### config.mk
export PLATFORM = sky130hd
export DESIGN_NAME = player_move_cmd_gen
export DESIGN_NICKNAME = d
export VERILOG_FILES = /design/src/rtl/player_input_pkg.sv /design/src/rtl/player_key_decoder.sv /design/src/rtl/player_move_cmd_gen.sv
export SDC_FILE = /design/constraint.sdc
export NUM_CORES = 1
export LEC_CHECK = 0
export ABC_AREA = 1
export CAP_MARGIN = 10
export CORE_MARGIN = 3
export CORE_UTILIZATION = 45
export DETAILED_ROUTE_END_ITERATION = 12
export PLACE_DENSITY = 0.79
export REMOVE_ABC_BUFFERS = 1
export SETUP_SLACK_MARGIN = 0.02
export SLEW_MARGIN = 20
export SYNTH_ARGS = -nofsm -noshare
export SYNTH_HDL_FRONTEND = slang
export SYNTH_SLANG_ARGS = --single-unit
### constraint.sdc
create_clock -name clk -period 1.25 [get_ports clk]
set_input_delay 0.3125 -clock clk [delete_from_list [all_inputs] [get_ports clk]]
set_output_delay 0.3125 -clock clk [all_outputs]
set_load 0.01 [all_outputs]
### src/rtl/player_input_pkg.sv
// player_input_pkg: scan-code constants, decoder states and key-bit indices for the player input path
package player_input_pkg;
    localparam logic [7:0] SC_E0       = 8'hE0;
    localparam logic [7:0] SC_F0       = 8'hF0;
    localparam logic [7:0] SC_FWD      = 8'h1D;
    localparam logic [7:0] SC_ROTL     = 8'h1C;
    localparam logic [7:0] SC_ROTR     = 8'h23;
    localparam logic [7:0] SC_FWD_EXT  = 8'h75;
    localparam logic [7:0] SC_ROTL_EXT = 8'h6B;
    localparam logic [7:0] SC_ROTR_EXT = 8'h74;
    localparam int KEY_FWD  = 0;
    localparam int KEY_ROTL = 1;
    localparam int KEY_ROTR = 2;
    typedef enum logic [1:0] {ST_IDLE, ST_EXT, ST_BRK, ST_EXT_BRK} dec_state_t;
    // One-hot {rot_right, rot_left, fwd} for a decoded key; keypad codes without E0 map to nothing
    function automatic logic [2:0] key_mask(input logic ext, input logic [7:0] code);
        return {code == (ext ? SC_ROTR_EXT : SC_ROTR),
                code == (ext ? SC_ROTL_EXT : SC_ROTL),
                code == (ext ? SC_FWD_EXT  : SC_FWD)};
    endfunction
endpackage

### src/rtl/player_key_decoder.sv
// player_key_decoder: PS/2 E0/F0 prefix tracker emitting one key event per complete scan sequence
module player_key_decoder
    import player_input_pkg::*;
(
    input  logic       clk,
    input  logic       resetn,
    input  logic [7:0] scan_code,
    input  logic       scan_valid,
    output logic       evt_valid,
    output logic       evt_ext,
    output logic       evt_brk,
    output logic [7:0] evt_code
);
    dec_state_t state, state_nxt;
    always_ff @(posedge clk or negedge resetn)
        if (!resetn)
            state <= ST_IDLE;
        else if (scan_valid)
            state <= state_nxt;
    always_comb begin
        state_nxt = ST_IDLE;
        case (state)
            ST_IDLE: state_nxt = scan_code == SC_E0 ? ST_EXT : scan_code == SC_F0 ? ST_BRK : ST_IDLE;
            ST_EXT:  state_nxt = scan_code == SC_F0 ? ST_EXT_BRK : ST_IDLE;
            default: state_nxt = ST_IDLE;
        endcase
    end
    // Any byte that returns the FSM to IDLE completes a sequence; prefixes move it elsewhere
    always_comb begin
        evt_valid = scan_valid && state_nxt == ST_IDLE;
        evt_ext   = state == ST_EXT || state == ST_EXT_BRK;
        evt_brk   = state == ST_BRK || state == ST_EXT_BRK;
        evt_code  = scan_code;
    end
endmodule

### src/rtl/player_move_cmd_gen.sv
// player_move_cmd_gen: scan bytes -> held movement keys -> tick-divided forward/rotate strobes
// Optional PLAYER_MOVE_IDLE_CLR_EN clears held keys after IDLE_TICKS ticks without scan bytes.
module player_move_cmd_gen
    import player_input_pkg::*;
#(
    parameter int TICK_DIV = 1
`ifdef PLAYER_MOVE_IDLE_CLR_EN
    , parameter int IDLE_TICKS = 600
`endif
)(
    input  logic       clk,
    input  logic       resetn,
    input  logic [7:0] scan_code,
    input  logic       scan_valid,
    input  logic       tick,
    output logic       forward,
    output logic       rotate,
    output logic       rotate_ccw,
    output logic [2:0] keys_held
);
    logic       evt_valid, evt_ext, evt_brk, fire, clr;
    logic [7:0] evt_code, div_cnt;
    logic [2:0] held, held_nxt, hit;
    player_key_decoder u_dec (
        .clk(clk), .resetn(resetn), .scan_code(scan_code), .scan_valid(scan_valid),
        .evt_valid(evt_valid), .evt_ext(evt_ext), .evt_brk(evt_brk), .evt_code(evt_code)
    );
`ifdef PLAYER_MOVE_IDLE_CLR_EN
    localparam int IW = $clog2(IDLE_TICKS + 1);
    logic [IW-1:0] idle_cnt;
    always_ff @(posedge clk or negedge resetn)
        if (!resetn)
            idle_cnt <= '0;
        else if (scan_valid)
            idle_cnt <= '0;
        else if (tick && idle_cnt != IW'(IDLE_TICKS))
            idle_cnt <= idle_cnt + 1'b1;
    assign clr = !scan_valid && idle_cnt == IW'(IDLE_TICKS) && |held;
`else
    assign clr = 1'b0;
`endif
    assign hit      = key_mask(evt_ext, evt_code);
    assign fire     = tick && div_cnt == 8'(TICK_DIV - 1);
    assign held_nxt = clr ? 3'b000 : !evt_valid ? held : evt_brk ? held & ~hit : held | hit;
    // Strobes sample held before this cycle's byte lands
    always_ff @(posedge clk or negedge resetn)
        if (!resetn) begin
            held       <= '0;
            div_cnt    <= '0;
            forward    <= 1'b0;
            rotate     <= 1'b0;
            rotate_ccw <= 1'b0;
        end else begin
            held       <= held_nxt;
            div_cnt    <= tick ? (fire ? 8'd0 : div_cnt + 8'd1) : div_cnt;
            forward    <= fire & held[KEY_FWD];
            rotate     <= fire & (held[KEY_ROTL] ^ held[KEY_ROTR]);
            rotate_ccw <= fire & held[KEY_ROTL] & ~held[KEY_ROTR];
        end
    assign keys_held = held;
endmodule
==> impl_metrics.csv <==
group,metric,value,unit
logic_synthesis,netlist_area,972,µm²
pwr,sw_frac_of_total,36.5,%
critical_path,crit_required,1440,ps
timing,drv_slew,0,
placement,portBuffers,17,
cells_and_area,regArea,402,µm²
cells_and_area,multi_input_area,581,µm²
job,cap_violations,0,
route,vias,979,
timing,clock_skew,0.879,ps
logic_synthesis,yosysWarnings,0,
clocking,clock_latency,280,ps
critical_path,cp-end-kind,"register",
pwr,p_switching,643,µW
pwr,p_leak,0.751,nW
cells_and_area,final_cell_mix,"nand2_1, inv_1, buf_4, dfrtp_1, nor2_1",
cells_and_area,layout_commonest_cell,"nand2_1",
route,wl,2360,µm
cells_and_area,area_growth,45.4,%
critical_path,crit_type,"reg2reg",
clocking,cts_buffers,3,
critical_path,regToRegSetupSlack,-120,ps
timing,layout_setup_ws,-117,ps
timing,rsz0062_at_grt,"true",
run_status,violations,"setup timing",
critical_path,critPathLaunchType,"register",
route,drcViolationCount,0,
pwr,finalPower,1.76,mW
clocking,cts_num_sinks,16,
placement,pre_cts_ws,-409,ps
logic_synthesis,synth_top_area_share,41.2,%
logic_synthesis,synth_top_flop_cell,"dfrtp_1",
timing,setup_viol,9,
run_status,outcome,"finished with violations",
timing,slew-limit-headroom,82.1,%
logic_synthesis,async_reset_ff_share,100,%
floorplan,die_h,52.5,µm
floorplan,die_x,52.5,µm
route,via_per_inst,4.90,
floorplan,die_area,2750,µm²
clocking,clock-root-buffer,"clkbuf_4",
timing,layout_min_cycle_time,1370,ps
pwr,power_frac_seq,45.0,%
logic_synthesis,syn_inst,136,
cells_and_area,fillers,168,
pwr,clockPowerShare,19.4,%
pwr,power.internal,1.12,mW
timing,hold_violations,0,
clocking,clk_pin_slew,90,ps
clocking,cts_tree,"yes",
route,drt_iter0_drc,12,
cells_and_area,drive_gt1_share,33.5,%
logic_synthesis,synth.distinct_cells,25,
critical_path,cp_max_fo,7,
timing,tns,-541,ps
placement,globalplace.congestion,0.809,
global_route,grt_pass1_vias,935,
timing,finalCritPeriodShare,109,%
cells_and_area,nNetsFinal,188,
floorplan,num_rows,16,
critical_path,r2r_end,"div_cnt[2]",
floorplan,start_util,48.6,%
global_route,grt_pass1_wl,3830,µm
clocking,clk_path_buf_depth,2,
logic_synthesis,avgSynthCellArea,7.15,µm²
logic_synthesis,synth_top_cell_by_area,"dfrtp_1",
route,routedWlPerCell,11.8,µm
pwr,p_per_area,1250,nW/µm²
critical_path,worstPathArrival,1550,ps
timing,timing.hold.ws,346,ps
critical_path,reg2regPathDepth,5,
pwr,power_frac_comb,35.5,%
global_route,grt_max_degree,17,
placement,dp_hpwl,1650,µm
logic_synthesis,seq_area_frac_synth,41.2,%
cells_and_area,instances_no_fill,200,
route,drt-pass1-iter-count,4,
global_route,grt_overflow_total,0,
floorplan,pin_count,18,
placement,dp_cells,194,
logic_synthesis,synth_area_leaders,"dfrtp_1, nand2_1, inv_1, nor2_1, nand3_1",
cells_and_area,antenna_cells,0,
floorplan,core_area,2000,µm²
global_route,antenna_found_initial,0,
logic_synthesis,synth_edf_count,0,
global_route,track_usage,18.9,%
clocking,ctsHoldBuffers,0,
pwr,peakVddDrop,0.000964,V
logic_synthesis,synth_seq_cells,16,
critical_path,rr_startpoint,"div_cnt[0]",
timing,clock.fmax,732,MHz
hold_path,hold_path_class,"in2async",
timing,tightest_slew,266,ps
clocking,cts.htree.levels,1,
route,drt.antenna.violating_nets,0,
Yosys cell counts, types with 2 or more instances:
cell type / number
dfrtp_1: 16
o21ai_0: 3
nand3_1: 13
xor2_1: 4
nor2_2: 2
nor2_1: 19
ha_1: 2
nand2_1: 41
inv_1: 20
worst max-delay path by stage:
stage / startpoint / end / slack [ps] / cells past startpoint
global placement: scan_code[1] / register / -340 / 10
CTS: div_cnt[0] / div_cnt[2] / -70 / 5
detailed placement: scan_code[0] / register / -410 / 10
floorplan: div_cnt[0] / div_cnt[2] / -30 / 5
global route: u_dec.state[0] / register / -190 / 9
finish: div_cnt[0] / div_cnt[2] / -120 / 5
layer usage:
layer / GRT usage (%) / part of all wire, % / up-vias
met5: 0 / 0 / -
met2: 33.9 / 51 / 30
li1: - / - / 495
met4: 7.66 / 0.85 / 0
met1: 20.3 / 43 / 450
met3: 5.70 / 5.0 / 4
logic make-up (layout without fill, tap and decap cells):
kind of cell             after synthesis  after routing  synth area share, %
AND/OR/NAND/NOR                       83             83                 37.8
AO/OA/AOI/OAI                          7              7                 3.99
buffers and inverters                 23             60                 9.91
flip-flops                            16             16                 41.2
XOR/XNOR                               5              5                 4.50
adder cells (fa/ha/maj)                2              2                 2.57
layout make-up:
class	count	area share, %
well taps	27	2.39
multi-input cells	97	41.1
repair buffers	34	19.6
clock buffers	4	2.57
inverters	22	6.02
flip-flops and latches	16	28.4
power groups by stage:
stage               Combinational [mW]  Sequential, mW  Clock (mW)
floorplan                        0.281           0.738           0
global placement                 0.501           0.735           0
detailed placement               0.530           0.743           0
CTS                              0.598           0.786       0.353
global route                     0.684           0.808       0.386
finish                           0.626           0.793       0.342
critical path, stage by stage (launching register included):
cell and delay (ps):
dfrtp_1 420, inv_1 90, ha_1 150, nor3b_4 230, nand3_4 160, and3_4 220
timing repair:
action                     in CTS  in global routing
setup endpoints to repair      18                 20
pin swaps                       9                  5
setup buffers                   1                  1
resized for setup              32                 21
through the flow:
step / area [µm²] / util, %
6_report: 1410 / 70.6
4_1_cts: 1390 / 69.6
3_3_place_gp: 1280 / 63.8
5_1_grt: 1410 / 70.6
3_5_place_dp: 1280 / 63.8
2_1_floorplan: 961 / -
No activity file was read; power rests on OpenSTA's default activity.
